## config.mk

```make
export PLATFORM = sky130hd
export DESIGN_NAME = storage_write_sequencer
export DESIGN_NICKNAME = d
export VERILOG_FILES = /design/src/rtl/storage_write_pkg.sv /design/src/rtl/storage_write_sequencer_byte_assembler.sv /design/src/rtl/storage_write_sequencer.sv
export SDC_FILE = /design/constraint.sdc
export NUM_CORES = 1
export LEC_CHECK = 0
export BUFFER_PORTS_ARGS = -buffer_cell sky130_fd_sc_hd__buf_2
export CORE_UTILIZATION = 40
export CTS_BUF_LIST = sky130_fd_sc_hd__clkbuf_4 sky130_fd_sc_hd__clkbuf_8 sky130_fd_sc_hd__clkbuf_16
export CTS_CLUSTER_DIAMETER = 80
export DETAILED_ROUTE_END_ITERATION = 6
export PLACE_DENSITY = 0.61
export SKIP_LAST_GASP = 1
export SLEW_MARGIN = 20
export SYNTH_ARGS = -nofsm -noshare
export SYNTH_HDL_FRONTEND = slang
export SYNTH_SLANG_ARGS = --single-unit
```

## constraint.sdc

```tcl
create_clock -name clk_clk -period 7.3 [get_ports clk_clk]
set_input_delay 1.46 -clock clk_clk [delete_from_list [all_inputs] [get_ports clk_clk]]
set_output_delay 1.46 -clock clk_clk [all_outputs]
set_load 0.005 [all_outputs]
```

## src/rtl/storage_write_pkg.sv

```systemverilog
// storage_write_pkg
//   Shared types and constants for storage_write_sequencer and its byte assembler.
//   Target encoding matches HDR[2:0] of a host packet.
//   Build option: SWSEQ_CHECKSUM_EN adds the ST_CSUM state (trailing XOR byte per data packet).
package storage_write_pkg;

  typedef enum logic [2:0] {
    TGT_CODE   = 3'd0,
    TGT_WEIGHT = 3'd1,
    TGT_INPUT  = 3'd2,
    TGT_LABEL  = 3'd3,
    TGT_RESET  = 3'd4,
    TGT_ENABLE = 3'd5,
    TGT_RSVD6  = 3'd6,
    TGT_RSVD7  = 3'd7
  } tgt_e;

  typedef enum logic [2:0] {
    ST_IDLE     = 3'd0,
    ST_HDR_DONE = 3'd1,
    ST_LAYER    = 3'd2,
    ST_ROW      = 3'd3,
    ST_CNT      = 3'd4,
    ST_ELEM     = 3'd5,
    ST_WRITE    = 3'd6
`ifdef SWSEQ_CHECKSUM_EN
    ,
    ST_CSUM     = 3'd7
`endif
  } state_e;

  localparam logic [2:0] CODE_ELEM_BYTES = 3'd2;
  localparam logic [2:0] MAT_ELEM_BYTES  = 3'd6;
  localparam logic [2:0] IDX_FIELD_BYTES = 3'd2;
  localparam logic [2:0] CNT_FIELD_BYTES = 3'd1;

  function automatic logic [2:0] elem_bytes(input tgt_e t);
    return (t == TGT_CODE) ? CODE_ELEM_BYTES : MAT_ELEM_BYTES;
  endfunction

  // Header-only commands: no address, count or element bytes follow.
  function automatic logic is_cmd(input tgt_e t);
    return (t == TGT_RESET) || (t == TGT_ENABLE);
  endfunction

  function automatic logic is_valid_tgt(input tgt_e t);
    return (t != TGT_RSVD6) && (t != TGT_RSVD7);
  endfunction

endpackage

```

## src/rtl/storage_write_sequencer_byte_assembler.sv

```systemverilog
// byte_assembler
//   Big-endian shift register collecting up to 6 bytes into one word.
//   'word' already includes the byte being accepted this cycle, so the caller can
//   capture a complete field in the same cycle 'done' is high.
// Ports
//   clk_clk, reset_reset_n : clock, synchronous active-low reset
//   clear                  : restart the byte counter
//   accept                 : a byte is transferred this cycle
//   byte_in                : the byte
//   len                    : field length in bytes (1..6)
//   word                   : assembled value, last byte in [7:0]
//   done                   : this accepted byte completes the field
module byte_assembler
  import storage_write_pkg::*;
(
  input  logic        clk_clk,
  input  logic        reset_reset_n,
  input  logic        clear,
  input  logic        accept,
  input  logic [7:0]  byte_in,
  input  logic [2:0]  len,
  output logic [47:0] word,
  output logic        done
);

  logic [39:0] shift_q;
  logic [2:0]  count_q;

  assign word = {shift_q, byte_in};
  assign done = accept && (count_q == (len - 3'd1));

  always_ff @(posedge clk_clk) begin
    if (!reset_reset_n) begin
      shift_q <= '0;
      count_q <= '0;
    end else if (clear) begin
      count_q <= '0;
    end else if (accept) begin
      shift_q <= word[39:0];
      count_q <= done ? 3'd0 : count_q + 3'd1;
    end
  end

endmodule

```

## src/rtl/storage_write_sequencer.sv

```systemverilog
// storage_write_sequencer
//   Decodes host byte packets  HDR | LAYER(2) | ROW(2) | CNT | elements
//   into single-cycle write strobes for the code/weight/input/label storages,
//   plus locator-reset and controller-enable pulses.
//   Build option: SWSEQ_CHECKSUM_EN -> each data packet ends with an XOR byte
//   checked in ST_CSUM; a mismatch sets err.
//
// state       | meaning
// ST_IDLE     | waiting for a header byte
// ST_HDR_DONE | header taken; pulse cycle for commands, else first LAYER byte
// ST_LAYER    | collecting LAYER
// ST_ROW      | collecting ROW
// ST_CNT      | collecting CNT (0 = 256 elements)
// ST_ELEM     | collecting one element (2 or 6 bytes)
// ST_WRITE    | strobe cycle, in_ready low
// ST_CSUM     | checksum byte (SWSEQ_CHECKSUM_EN only)
//
// Ports
//   clk_clk, reset_reset_n      : clock, synchronous active-low reset
//   in_data/in_valid/in_ready   : host byte stream
//   code_*                      : code storage write port
//   weight/input/label_is_write : one-hot matrix write strobes
//   mat_write_*                 : shared matrix address/data
//   locator_reset               : one-cycle pulse
//   controller_enable           : one-cycle pulse
//   busy                        : FSM not idle
//   err                         : sticky bad-header / checksum error
module storage_write_sequencer
  import storage_write_pkg::*;
#(
  parameter int DATA_W = 48,
  parameter int CODE_W = 12,
  parameter int IDX_W  = 32
) (
  input  logic              clk_clk,
  input  logic              reset_reset_n,
  input  logic [7:0]        in_data,
  input  logic              in_valid,
  output logic              in_ready,
  output logic              code_is_write,
  output logic [IDX_W-1:0]  code_write_line,
  output logic [CODE_W-1:0] code_write_data,
  output logic              weight_is_write,
  output logic              input_is_write,
  output logic              label_is_write,
  output logic [IDX_W-1:0]  mat_write_layer_index,
  output logic [IDX_W-1:0]  mat_write_row_index,
  output logic [DATA_W-1:0] mat_write_data,
  output logic              locator_reset,
  output logic              controller_enable,
  output logic              busy,
  output logic              err
);

  state_e     state_q, state_next;
  tgt_e       tgt_q, tgt_next, hdr_tgt;
  logic       hs;
  logic       asm_accept, asm_done;
  logic [2:0] field_len;
  logic [47:0] asm_word;
  logic       ready_next;

  logic [15:0]      layer_q;
  logic [IDX_W-1:0] addr_q;
  logic [8:0]       elem_left_q;
`ifdef SWSEQ_CHECKSUM_EN
  logic [7:0]       csum_q;
`endif

  assign hs      = in_valid && in_ready;
  assign hdr_tgt = tgt_e'(in_data[2:0]);

  byte_assembler u_asm (
    .clk_clk       (clk_clk),
    .reset_reset_n (reset_reset_n),
    .clear         (state_q == ST_IDLE),
    .accept        (asm_accept),
    .byte_in       (in_data),
    .len           (field_len),
    .word          (asm_word),
    .done          (asm_done)
  );

  always_comb begin
    state_next = state_q;
    field_len  = IDX_FIELD_BYTES;
    asm_accept = 1'b0;

    case (state_q)
      ST_HDR_DONE, ST_LAYER, ST_ROW: field_len = IDX_FIELD_BYTES;
      ST_CNT:                        field_len = CNT_FIELD_BYTES;
      ST_ELEM:                       field_len = elem_bytes(tgt_q);
      default:                       field_len = IDX_FIELD_BYTES;
    endcase

    case (state_q)
      ST_HDR_DONE, ST_LAYER, ST_ROW, ST_CNT, ST_ELEM: asm_accept = hs;
      default:                                        asm_accept = 1'b0;
    endcase

    case (state_q)
      ST_IDLE: begin
        if (hs && is_valid_tgt(hdr_tgt)) state_next = ST_HDR_DONE;
      end
      ST_HDR_DONE: begin
        // A data target may already deliver its first LAYER byte here.
        if (is_cmd(tgt_q)) state_next = ST_IDLE;
        else if (hs)       state_next = ST_LAYER;
      end
      ST_LAYER: if (asm_done) state_next = ST_ROW;
      ST_ROW:   if (asm_done) state_next = ST_CNT;
      ST_CNT:   if (asm_done) state_next = ST_ELEM;
      ST_ELEM:  if (asm_done) state_next = ST_WRITE;
      ST_WRITE: begin
        if (elem_left_q != 9'd0) state_next = ST_ELEM;
`ifdef SWSEQ_CHECKSUM_EN
        else                     state_next = ST_CSUM;
`else
        else                     state_next = ST_IDLE;
`endif
      end
`ifdef SWSEQ_CHECKSUM_EN
      ST_CSUM:  if (hs) state_next = ST_IDLE;
`endif
      default:  state_next = ST_IDLE;
    endcase

    tgt_next = (state_q == ST_IDLE && hs) ? hdr_tgt : tgt_q;
    // in_ready is registered, so it is derived from the state being entered.
    // The pulse cycle of a header-only command takes no byte: it would have
    // nowhere to go.
    ready_next = (state_next != ST_WRITE) &&
                 !(state_next == ST_HDR_DONE && is_cmd(tgt_next));
  end

  always_ff @(posedge clk_clk) begin
    if (!reset_reset_n) begin
      state_q               <= ST_IDLE;
      tgt_q                 <= TGT_CODE;
      in_ready              <= 1'b0;
      busy                  <= 1'b0;
      err                   <= 1'b0;
      code_is_write         <= 1'b0;
      code_write_line       <= '0;
      code_write_data       <= '0;
      weight_is_write       <= 1'b0;
      input_is_write        <= 1'b0;
      label_is_write        <= 1'b0;
      mat_write_layer_index <= '0;
      mat_write_row_index   <= '0;
      mat_write_data        <= '0;
      locator_reset         <= 1'b0;
      controller_enable     <= 1'b0;
      layer_q               <= '0;
      addr_q                <= '0;
      elem_left_q           <= '0;
`ifdef SWSEQ_CHECKSUM_EN
      csum_q                <= '0;
`endif
    end else begin
      state_q  <= state_next;
      tgt_q    <= tgt_next;
      in_ready <= ready_next;
      busy     <= (state_next != ST_IDLE);

      code_is_write     <= 1'b0;
      weight_is_write   <= 1'b0;
      input_is_write    <= 1'b0;
      label_is_write    <= 1'b0;
      locator_reset     <= 1'b0;
      controller_enable <= 1'b0;

`ifdef SWSEQ_CHECKSUM_EN
      if (hs) csum_q <= (state_q == ST_IDLE) ? in_data : (csum_q ^ in_data);
`endif

      case (state_q)
        ST_IDLE: begin
          if (hs) begin
            if (hdr_tgt == TGT_RESET)  locator_reset     <= 1'b1;
            if (hdr_tgt == TGT_ENABLE) controller_enable <= 1'b1;
            if (!is_valid_tgt(hdr_tgt)) err <= 1'b1;
          end
        end
        ST_LAYER: if (asm_done) layer_q <= asm_word[15:0];
        ST_ROW: begin
          if (asm_done) begin
            // Code lines use {LAYER,ROW} as one address; matrix rows use ROW only.
            if (tgt_q == TGT_CODE) addr_q <= IDX_W'({layer_q, asm_word[15:0]});
            else                   addr_q <= IDX_W'(asm_word[15:0]);
          end
        end
        ST_CNT: begin
          if (asm_done)
            elem_left_q <= (asm_word[7:0] == 8'd0) ? 9'd256 : {1'b0, asm_word[7:0]};
        end
        ST_ELEM: begin
          if (asm_done) begin
            elem_left_q <= elem_left_q - 9'd1;
            addr_q      <= addr_q + IDX_W'(1);
            if (tgt_q == TGT_CODE) begin
              code_is_write   <= 1'b1;
              code_write_line <= addr_q;
              code_write_data <= asm_word[CODE_W-1:0];
            end else begin
              weight_is_write       <= (tgt_q == TGT_WEIGHT);
              input_is_write        <= (tgt_q == TGT_INPUT);
              label_is_write        <= (tgt_q == TGT_LABEL);
              mat_write_layer_index <= IDX_W'(layer_q);
              mat_write_row_index   <= addr_q;
              mat_write_data        <= DATA_W'(asm_word);
            end
          end
        end
`ifdef SWSEQ_CHECKSUM_EN
        ST_CSUM: if (hs && (in_data != csum_q)) err <= 1'b1;
`endif
        default: ;
      endcase
    end
  end

endmodule

```

## Yosys cells after proc, flatten, opt, wreduce, memory -nomap -nowiden

Cells that the tools add are included.

| operators by class | value |
|---|---|
| $add $sub $neg | 4 |
| multipliers | 0 |
| div/mod/pow operators | 0 |
| order comparisons | 0 |
| equality and inequality tests | 23 |
| shift operators | 0 |
| mux-type cells | 25 |
| bitwise logic cells | 6 |
| reductions and logical operators | 29 |

Operators with widths:

| operator | number |
|---|---|
| two-way mux 32 bit | 3 |
| one-hot mux 32 bit (2 select lines) | 1 |
| two-way mux 3 bit | 11 |
| adder 32 x 1 -> 32 bit, second input constant | 1 |
| == test 3 bit, second input constant | 9 |
| two-way mux 9 bit | 3 |
| one-hot mux 3 bit (7 select lines) | 1 |
| AND reduction 3 bit | 7 |
| one-hot mux 9 bit (2 select lines) | 1 |
| == test 3 x 2 -> 1 bit, second input constant | 4 |
| == test 3 x 1 -> 1 bit, second input constant | 3 |
| != test 3 bit, second input constant | 3 |
| nonzero test 9 bit | 1 |
| subtractor 9 x 1 -> 9 bit, second input constant | 1 |
| zero test 8 bit | 1 |
| logical AND 1 bit | 7 |
| zero test 3 bit | 2 |
| != test 2 x 1 -> 1 bit, second input constant | 3 |
| NOT 1 bit | 6 |
| one-hot mux 3 bit (2 select lines) | 1 |
| OR reduction 5 bit | 1 |
| two-way mux 1 bit | 4 |
| AND reduction 2 bit | 2 |
| nonzero test 2 bit | 2 |
| other kinds (8) | 9 |

| storage, ports and cells | value |
|---|---|
| bits in registers | 255 |
| bits in latches | 0 |
| memory bits (writable) | 0 |
| memory bits (read-only) | 0 |
| input port bits | 11 |
| output and inout bits | 165 |
| word-level logic and storage cells | 108 |
| memories | 0 |

## Depth between registers and ports, before layout

Gate-level depths: netlist (run 1).

| logic depth | value |
|---|---|
| word-level depth | 12 |
| mapped depth | 9 |
| mapped depth without buffers | 8 |

## Cells and area by module

From an unflattened synthesis (run 1), not the netlist that was laid out.

| second synthesis, totals | value |
|---|---|
| cells, all modules | 1348 |
| area total of the unflattened synthesis | 10649.0 um2 |

By module, submodules not included:

| module | instances | cells each | area an instance (um2) | seq. area each (um2) |
|---|---|---|---|---|
| storage_write_sequencer | 1 | 1147 | 8912.3 | 4244.1 |
| byte_assembler | 1 | 201 | 1736.7 | 860.8 |

## Least setup slack after synthesis (run 1)

Ideal clock, no wire load.

| timing | value |
|---|---|
| path type | input-to-reg |
| from | input port in_valid |
| to | register mat_write_data[1] |
| library setup time | 0.071 ns |
| arrival time | 3.161 ns |
| required time | 7.229 ns |
| setup slack | 4.069 ns |
| cell stages on the path | 8 |
| path buffers | 3 |
| cells stage by stage | nand2_1 nor4b_1 and2_1 clkbuf_1 clkbuf_1 buf_1 nand2_1 a21oi_1 |

| on the way | value |
|---|---|
| word-level cells in the longest chain between the ends | 4 |

Ends and longest elaborated chain:

| item | line | source |
|---|---|---|
| start, declared | storage_write_sequencer.sv:38 | `input logic in_valid,` |
| logical AND 1 bit | storage_write_sequencer.sv:70 | `assign hs = in_valid && in_ready;` |
| two-way mux 1 bit | storage_write_sequencer.sv:96 | `case (state_q)` |
| logical AND 1 bit | storage_write_sequencer_byte_assembler.sv:30 | `assign done = accept && (count_q == (len - 3'd1));` |
| AND reduction 3 bit (no line) | - |  |
| end signal, assigned | storage_write_sequencer.sv:211 | `mat_write_data <= DATA_W'(asm_word);` |
| end, declared | storage_write_sequencer.sv:48 | `output logic [DATA_W-1:0] mat_write_data,` |

Every way passes these cells.
A chain may end at the register's enable or synchronous reset.

## Final worst setup path (run 1)

| timing | value |
|---|---|
| from | input port in_valid |
| to | register addr_q[2] |

| on the way | value |
|---|---|
| word-level cells in the longest chain between the ends | 5 |
| elaborated cells between the ends (all ways) | 6 |
| classes of those cells | 2 x eq/ne; 1 x mux; 3 x reduce/logical |

Ends and longest elaborated chain:

| item | line | source |
|---|---|---|
| logical AND 1 bit * | storage_write_sequencer.sv:70 |  |
| two-way mux 1 bit * | storage_write_sequencer.sv:96 |  |
| logical AND 1 bit * | storage_write_sequencer_byte_assembler.sv:30 |  |
| != test 2 x 1 -> 1 bit (no line) | - |  |
| AND reduction 3 bit (no line) * | - |  |
| end signal, assigned | storage_write_sequencer.sv:189 | `if (tgt_q == TGT_CODE) addr_q <= IDX_W'({layer_q, asm_word[15:0]});` |
| end signal, assigned | storage_write_sequencer.sv:190 | `else addr_q <= IDX_W'(asm_word[15:0]);` |
| end signal, assigned | storage_write_sequencer.sv:200 | `addr_q <= addr_q + IDX_W'(1);` |
| end, declared | storage_write_sequencer.sv:64 | `logic [IDX_W-1:0] addr_q;` |

Every way passes the cells marked *; elsewhere a longest branch is shown, timed or not.

==> results of run 1 <==
-- path summary, 6_finish.rpt --
check | start | to | depth (start not counted)
max | in_valid | addr_q[2]$_SDFFE_PN0P_ | 6
min | code_write_line[8]$_SDFFE_PN0P_ | code_write_line[8]$_SDFFE_PN0P_ | 2
max reg2reg | state_q[0]$_SDFF_PN0_ | code_write_data[9]$_SDFFE_PN0P_ | 6
min reg2reg | code_write_line[8]$_SDFFE_PN0P_ | code_write_line[8]$_SDFFE_PN0P_ | 2
-- report_power, final --
part / total (mW) / internal [mW] / leakage [nW] / switching, mW
combinational: 0.0673 / 0.0133 / 2.01 / 0.0539
clock: 1.45 / 0.900 / 0.483 / 0.552
sequential: 1.40 / 1.40 / 2.05 / 0.00767
total: 2.92 / 2.31 / 4.55 / 0.614
-- registers in the layout, summed over array words and instances (netlist names) --
name / flops
mat_write_row_index: 32
locator_reset: 1
tgt_q: 3
code_write_data: 12
input_is_write: 1
code_write_line: 32
mat_write_layer_index: 16
elem_left_q: 9
u_asm.count_q: 3
controller_enable: 1
weight_is_write: 1
code_is_write: 1
layer_q: 16
err: 1
mat_write_data: 48
state_q: 3
busy: 1
label_is_write: 1
u_asm.shift_q: 40
in_ready: 1
addr_q: 32
-- synth_stat cells, types with 5 or more instances --
cell and instances:
nand2_1 422, dfxtp_1 255, a21oi_1 228, clkbuf_1 86, nor2_1 59, o21ai_0 39
nand3_1 24, mux2i_1 17, buf_4 16, and3_1 13, nor3_1 12, o31ai_1 10
a22oi_1 7, a31oi_1 7, buf_2 7, or3_1 7, inv_1 6, nand4_1 6
o221a_2 6, a221oi_1 5, and2_1 5
-- stage by stage --
stage	hold WS (ps)	utilization	cell area (um2)
finish	448	0.480	12100
global route	464	0.480	12100
CTS	452	0.479	12000
detailed placement	444	0.441	11100
global placement	439	0.441	11100
floorplan	432	-	10300
-- critical path, delay by kind of cell --
kind	cells	cell delay, ps
AND/OR/NAND/NOR	3	1950
buffers and inverters	1	90
AO/OA/AOI/OAI	2	530
-- per-layer routing --
metal	wire length (um)	track usage
met1	13500	0.306
met2	13000	0.334
met3	1980	0.0439
met4	421	0.0527
met5	0	0
-- kinds of logic (layout without fill, tap and decap cells) --
kind of cell | count (synthesis) | count (layout)
and+or+nand+nor | 577 | 577
AOI/OAI and AO/OA | 333 | 333
DFF | 255 | 255
buffers and inverters | 122 | 230
muxes | 17 | 17
xor gates and xnor gates | 5 | 5
adders and majority gates | 3 | 3
other | 1 | 16
-- layout make-up --
| cell class | instances | area (um2) |
|---|---|---|
| Tap cell | 330 | 413 |
| Clock inverter | 7 | 116 |
| Timing Repair Buffer | 172 | 913 |
| Inverter | 7 | 31.3 |
| Multi-Input combinational cell | 951 | 4630 |
| Clock buffer | 44 | 845 |
| Fill cell | 2569 | 13100 |
| Sequential cell | 255 | 5100 |
-- layout by cell type (no fill, tap or decap), types with 3 or more instances in the layout --
cell type / instances
buf_4: 12
nor4_1: 4
bufinv_16: 3
conb_1: 16
xnor2_1: 3
clkbuf_16: 29
buf_2: 159
mux2i_1: 17
or4_1: 3
a221oi_1: 5
a22oi_1: 7
nand3_1: 24
o221a_2: 6
a21oi_1: 228
nand2_1: 420
nor3_1: 12
dfxtp_1: 255
inv_1: 6
or3_1: 7
nand4_1: 6
nor2_1: 59
o21ai_0: 39
and2_1: 4
and3_1: 13
clkbuf_4: 14
nor3b_1: 3
o21a_1: 3
nand3b_1: 3
o31ai_1: 10
ha_1: 3
a31oi_1: 7
a211oi_1: 4
==> run metrics, run 1 <==
status finished clean; die area 26200 um2; vias per cell 5.27; Synth-to-Final Area Change 18.1%; Final TNS setup 0 ps; mux cell area share after synthesis 0.0167; cell taking the most area after synthesis dfxtp_1; initial core utilization 0.406; die width 162 um; clock root cell clkbuf_16; minimum clock period 3630 ps; crit path launch type primary input; power per cell area 242 nW/um2; area share of fa/ha/maj cells after synthesis 0.00368; RSZ-0062 raised after global routing no; antenna violations before repair 0; worst skew pair latency 530 ps; register clock-pin slew on the reported worst setup and hold paths 60 ps; Syn. warnings 0; Iteration-0 DRC Markers 745; CTS Buffer Depth 3; area share of the largest cell type after synthesis 0.500; worst vdd ir 0.000173 V; dpl ws 3130 ps; PortBufs 159; number of distinct library cells after synthesis 63; H-tree depth 1; Final nets 1429; CTS tree built; max_cap viols 0; total I/O pin count 176; clock sinks 255; Final Hold Viols 0; largest net degree at the start of global routing 98; CTS Buf Count 28; DRC Markers 0; Routed WL per cell 16.4 um; Synth Area per Inst 7.77 um2; vias 9301; synthesized flop and latch total 255; largest family of logic cells by synthesized area simple AND/OR/NAND/NOR gates; min-delay worst type reg2reg; Post-CTS Hold Buffers 0; ys flop type dfxtp_1; first-pass GRT wire length 45700 um; LEAKAGE 4.55 nW; slowest CP cell and3_1; std cell rows 58; slowest stage delay, CP 960 ps; Antenna Nets Post-Route 0; Resized cells post-CTS 0; final period utilization 0.498; final setup fails 0; Worst R2R Setup Slack 3940 ps; vias in the first global route 8503; Post-synth EDFFs 0; DP HPWL 18000 um; compound-cell area share of the yosys netlist 0.184; cells after synthesis 1313; placed cell count 1714; setup ws final 3670 ps; CP cell instances buf_2 -> nand2_1 -> nor4b_1 -> and3_1 -> o21ai_0 -> a32o_1; Rel. slew slack 0.291; final std cells w/o fill 1766; Worst Skew 9.18 ps; CP endpoint kind flip-flop; synth top area cells dfxtp_1, nand2_1, a21oi_1, clkbuf_1, nor2_1; CORE AREA 25100 um2; Post-CTS Setup Bufs 0; Least-Margin Pin Slew 1060 ps; achievable frequency 0.275 GHz; async set-reset flop share out of synthesis 0; total gr overflow 0; GP Congestion 0.844; first-pass iteration count of the detailed router 5; Worst Path Required 7720 ps; Post-Synth Simple-Gate Area 0.237; layout cells sized above 1 0.169; CP arrival 4050 ps; Die H 162 um; antenna cells 0; Mapped Area 10200 um2; crit-path max FO 26; Setup CP Type in2reg; total power 2.92 mW; Slew Viols, Final 0; sequential element share of the synthesized area 0.500; Total Routing Usage GR 0.216; WL final 29000 um; xor and xnor area share after synthesis 0.00429
Power figures use the tool's default switching activity.
==> run 2, diff against run 1 <==
- ABC_AREA: unset -> 1
- clock period: 7.3 -> 3.4 ns (I/O delays scaled with it)
==> run metrics, run 2 <==
Largest register FFs 48; CP endpoint kind flip-flop; first-pass GRT wire length 47700 um; CP bufs+invs 4; worst skew pair latency 550 ps; Util after Layout 0.485; total I/O pin count 176; Worst R2R End mat_write_row_index[19]$_SDFFE_PN0P_; CP cell instances inv_1 -> nand3_1 -> nand2_1 -> nand2_1 -> nand3_2 -> nor2_4 -> buf_4 -> nand3_4 -> clkinv_2 -> buf_4 -> nor2_1 -> nor2_1; Antenna Nets Post-Route 0; Setup crit end mat_write_row_index[19]$_SDFFE_PN0P_; std cell rows 59; Final TNS setup 0 ps; Mapped Area 10600 um2; most frequent cells in the layout nor2_1, dfxtp_1, nand2_1, o21ai_0, buf_2; Least-Margin Pin Slew 776 ps; failing checks design-rule violations; DRC Markers 3; register clock-pin slew on the reported worst setup and hold paths 60 ps; WL final 30100 um; placed cell count 1918; Slew Viols, Final 0; min-delay worst type reg2reg; combinational power share 0.032; final std cells w/o fill 1969; Resized cells post-CTS 0; area share of the largest cell type after synthesis 0.483; Setup CP Type reg2reg; Syn. warnings 0; final setup fails 0; Post-CTS Setup Bufs 0; CP arrival 2910 ps; Die H 165 um; worst vdd ir 0.000443 V; Sequential Power Share 0.460; Worst path top cell family by delay simple AND/OR/NAND/NOR gates; antenna cells 0; CTS tree built; Sw Share 0.214; number of distinct library cells after synthesis 30; cell taking the most area after synthesis dfxtp_1; top flop regs mat_write_data x48, u_asm.shift_q x40; initial core utilization 0.407; WHS 438 ps; Routed WL per cell 15.3 um; status finished, violations left; synth top area cells dfxtp_1, nor2_1, o21ai_0, nand2_1, a21oi_1; cells after synthesis 1490; slowest stage delay, CP 370 ps; R2R cell count 12; Crit path depth 12; PortBufs 159; ys flop type dfxtp_1; power per cell area 524 nW/um2; first-pass iteration count of the detailed router 7; largest net degree at the start of global routing 75; clock sinks 255; total gr overflow 0; layout cells sized above 1 0.150; Final Hold Viols 0; Worst Skew 20.0 ps; internal power 5.19 mW; vias 9774; CTS Buf Count 28; Post-CTS Hold Buffers 0; async set-reset flop share out of synthesis 0; Largest Register mat_write_data; Total Routing Usage GR 0.221; Clock power frac 0.507; CORE AREA 26000 um2; H-tree depth 1; clock root cell clkbuf_16; synth cell count leaders nor2_1, dfxtp_1, nand2_1; LEAKAGE 5.34 nW; vias per cell 4.96; Worst Setup SP tgt_q[1]$_SDFF_PN0_; Worst Path Required 3870 ps; minimum clock period 2440 ps; sequential element share of the synthesized area 0.483; crit-path max FO 21; Iteration-0 DRC Markers 681; achievable frequency 0.410 GHz; RSZ-0062 raised after global routing no; Switch Pwr 1.41 mW; Reg-to-Reg Start tgt_q[1]$_SDFF_PN0_; Synth-to-Final Area Change 19.1%; most common cell after layout, fill and taps aside nor2_1; CTS Buffer Depth 3; number of fillers in the final layout 2633; die area 27100 um2; antenna violations before repair 1; Worst R2R Setup Slack 960 ps; slowest CP cell dfxtp_1; final period utilization 0.718; Post-synth EDFFs 0; DP HPWL 20300 um; crit path launch type flip-flop; max_cap viols 0; vias in the first global route 9032; most frequent cell after synthesis nor2_1; die width 165 um; Rel. slew slack 0.481; Final nets 1627; synthesized flop and latch total 255; Synth Area per Inst 7.10 um2; GP Congestion 0.928
==> run 2: changes by cell type after synthesis, moves of 8 or more <==
cell and change:
clkbuf_1 -32, o21ai_0 +159, nand2_1 -201, mux2i_1 -17, nor2_1 +306, inv_1 +97, o31ai_1 -8, buf_2 +16
o21ai_1 +28, and3_1 -13, a21oi_1 -122, nand3_1 +22
==> run 2: metrics by stage <==
step                      worst slack, ps  area (um2)  power, mW
final                                 960       12600       6.60
after global routing                  700       12600       6.84
after CTS                             971       12600       6.66
after detailed placement              753       11500       3.32
after global placement                816       11500       3.31
after floorplan                      1360       10600       3.25
==> run 2: logic make-up after synthesis <==
family,count (synthesis),synth area share
compound gates,344,0.165
other cells,1,0.000355
fa+ha+maj,3,0.00355
xor+xnor,14,0.0116
simple gates,666,0.252
buf+inv,207,0.0851
flops,255,0.483
==> run 2: how the worst min path moves through the flow <==
stage,from,cells after the start,end,slack [ps]
after floorplan,layer_q[15]$_SDFFE_PN0P_,2,layer_q[15]$_SDFFE_PN0P_,440
after global placement,code_write_data[0]$_SDFFE_PN0P_,2,code_write_data[0]$_SDFFE_PN0P_,430
after detailed placement,code_write_line[5]$_SDFFE_PN0P_,2,code_write_line[5]$_SDFFE_PN0P_,430
after CTS,code_write_line[5]$_SDFFE_PN0P_,2,code_write_line[5]$_SDFFE_PN0P_,440
after global routing,code_write_line[17]$_SDFFE_PN0P_,2,code_write_line[17]$_SDFFE_PN0P_,450
final,code_write_line[5]$_SDFFE_PN0P_,2,code_write_line[5]$_SDFFE_PN0P_,440
==> run 2: area by class of cell <==
| cell class | instances | area [um2] | share of cell area |
|---|---|---|---|
| sequential | 255 | 5100 | 0.405 |
| multi-input combinational | 1043 | 4660 | 0.370 |
| timing repair buffer | 179 | 973 | 0.0773 |
| clock buffer | 41 | 855 | 0.0678 |
| tap | 335 | 419 | 0.0333 |
| inverter | 106 | 399 | 0.0317 |
| clock inverter | 10 | 190 | 0.0151 |
==> run 2: power by group through the flow <==
| stage | Clock [mW] | Combinational [mW] | Sequential [mW] |
|---|---|---|---|
| after CTS | 3.41 | 0.214 | 3.04 |
| final | 3.35 | 0.213 | 3.04 |
| after detailed placement | 0 | 0.213 | 3.10 |
| after global routing | 3.55 | 0.244 | 3.04 |
| after global placement | 0 | 0.210 | 3.10 |
| after floorplan | 0 | 0.157 | 3.09 |
==> run 2: per-layer routing <==
metal,wire length [um],track usage,up-vias
li1,-,-,4999
met1,13600,0.289,4470
met2,14100,0.374,247
met3,1600,0.0354,56
met4,754,0.0613,2
met5,13,0,-
==> run 2: worst register-to-register path: stages, from the launching register on <==
cell	delay, ps
dfxtp_1	370
inv_1	80
nand3_1	300
nand2_1	110
nand2_1	90
nand3_2	90
nor2_4	240
buf_4	240
nand3_4	90
clkinv_2	260
buf_4	330
nor2_1	80
nor2_1	90
==> run 3, diff against run 2 <==
- PLACE_DENSITY: 0.61 -> 0.63
- clock period: 3.4 -> 2.2 ns (I/O delays scaled with it)
==> run metrics, run 3 (synthesis gave the netlist of run 2 again) <==
vias 9795; CORE AREA 26000 um2; largest net degree at the start of global routing 86; Final Hold Viols 0; Die H 165 um; worst vdd ir 0.000541 V; CTS tree built; Slew Viols, Final 0; status finished, violations left; Worst Skew 19.8 ps; vias in the first global route 8590; achievable frequency 0.497 GHz; layout cells sized above 1 0.158; Total Routing Usage GR 0.215; final period utilization 0.915; CP cell instances inv_2 -> nand2_1 -> nor2_4 -> nand2_1 -> nand2_1 -> nand3_2 -> nor2_4 -> buf_4 -> nand3_4 -> clkinv_2 -> buf_12 -> nand3_1 -> nor2_1; H-tree depth 1; top flop regs mat_write_data x48, u_asm.shift_q x40; power per cell area 752 nW/um2; first-pass GRT wire length 46100 um; total power 9.51 mW; Top cell by count, worst path nand2_1; initial core utilization 0.407; GR peak layer met2; antenna cells 0; Final nets 1643; die area 27100 um2; antenna violations before repair 1; CTS Buffer Depth 3; Iteration-0 DRC Markers 619; Antenna Nets Post-Route 0; Worst Path Required 2670 ps; Synth-to-Final Area Change 19.6%; placed cell count 1930; Largest register FFs 48; most frequent cells in the layout nor2_1, dfxtp_1, nand2_1, o21ai_0, buf_2; worst skew pair latency 550 ps; CP endpoint kind flip-flop; total I/O pin count 176; dpl ws -64.5 ps; max_cap viols 0; Setup CP Type reg2reg; Worst path top cell family by delay simple AND/OR/NAND/NOR gates; Largest Register mat_write_data; slowest CP cell dfxtp_1; GR Util met1 0.290; number of fillers in the final layout 2646; slowest stage delay, CP 320 ps; WL final 30100 um; std cell rows 59; min-delay worst type in2reg; M2 GR Usage 0.350; Post-CTS Hold Buffers 0; crit-path max FO 31; minimum clock period 2010 ps; failing checks design-rule violations; final std cells w/o fill 1983; final setup fails 0; Rel. slew slack 0.542; RSZ-0062 raised after global routing no; clock sinks 255; Least-Margin Pin Slew 687 ps; LEAKAGE 5.37 nW; crit path launch type flip-flop; CTS Buf Count 28; clock root cell clkbuf_16; Util after Layout 0.487; setup ws final 186 ps; DP HPWL 20400 um; most common cell after layout, fill and taps aside nor2_1; DRC Markers 2; first-pass iteration count of the detailed router 7; total gr overflow 0; grt met3 use 0.0309; die width 165 um; CP arrival 2480 ps; PortBufs 159; register clock-pin slew on the reported worst setup and hold paths 60 ps; CP bufs+invs 4; GP Congestion 0.944; vias per cell 4.94; Routed WL per cell 15.2 um
## run 3: final timing paths
kind	startpoint	endpoint	slack (ps)	depth (start not counted)
worst max-delay path	state_q[1]$_SDFF_PN0_	label_is_write$_SDFF_PP0_	190	13
worst min-delay path	in_data[2]	layer_q[2]$_SDFFE_PN0P_	250	3
worst max register to register	state_q[1]$_SDFF_PN0_	label_is_write$_SDFF_PP0_	190	13
worst min register to register	code_write_line[15]$_SDFFE_PN0P_	code_write_line[15]$_SDFFE_PN0P_	440	2
## run 3: where the power goes
part,total (mW),switching (mW),internal (mW),leakage (nW)
clock network,4.48,1.89,2.59,0.450
logic,0.338,0.244,0.0939,2.87
registers,4.70,0.0396,4.66,2.06
total,9.51,2.18,7.34,5.37
## run 3: metrics by stage
step	TNS, ps	cell area, um2	hold slack [ps]
final	0	12700	253
after detailed placement	-151	11700	434
after CTS	0	12600	240
after global routing	0	12700	243
after floorplan	0	10600	436
after global placement	-124	11700	430
## run 3: area by class of cell
class                      instances  area, um2  share of cell area
clock buffer                      41        817              0.0646
clock inverter                     8       73.8             0.00583
inverter                         106        399              0.0315
multi-input combinational       1043       4660               0.368
sequential                       255       5100               0.403
tap                              335        419              0.0331
timing repair buffer             195       1180              0.0932
## run 3: what timing repair did
action                     CTS  global route
setup endpoints to repair    0           163
buffers inserted             0             3
gates resized for setup      0             9
## run 3: layer usage
layer  up-vias  part of all wire
li1       5026                 -
met1      4453              0.46
met2       261              0.46
met3        53             0.053
met4         2             0.032
met5         -           0.00033
## run 3: tightest hold or removal path, delay by kind of cell
kind	cells	cell delay, ps
buffers and inverters	1	150
AOI/OAI and AO/OA	1	60
and+or+nand+nor	1	90
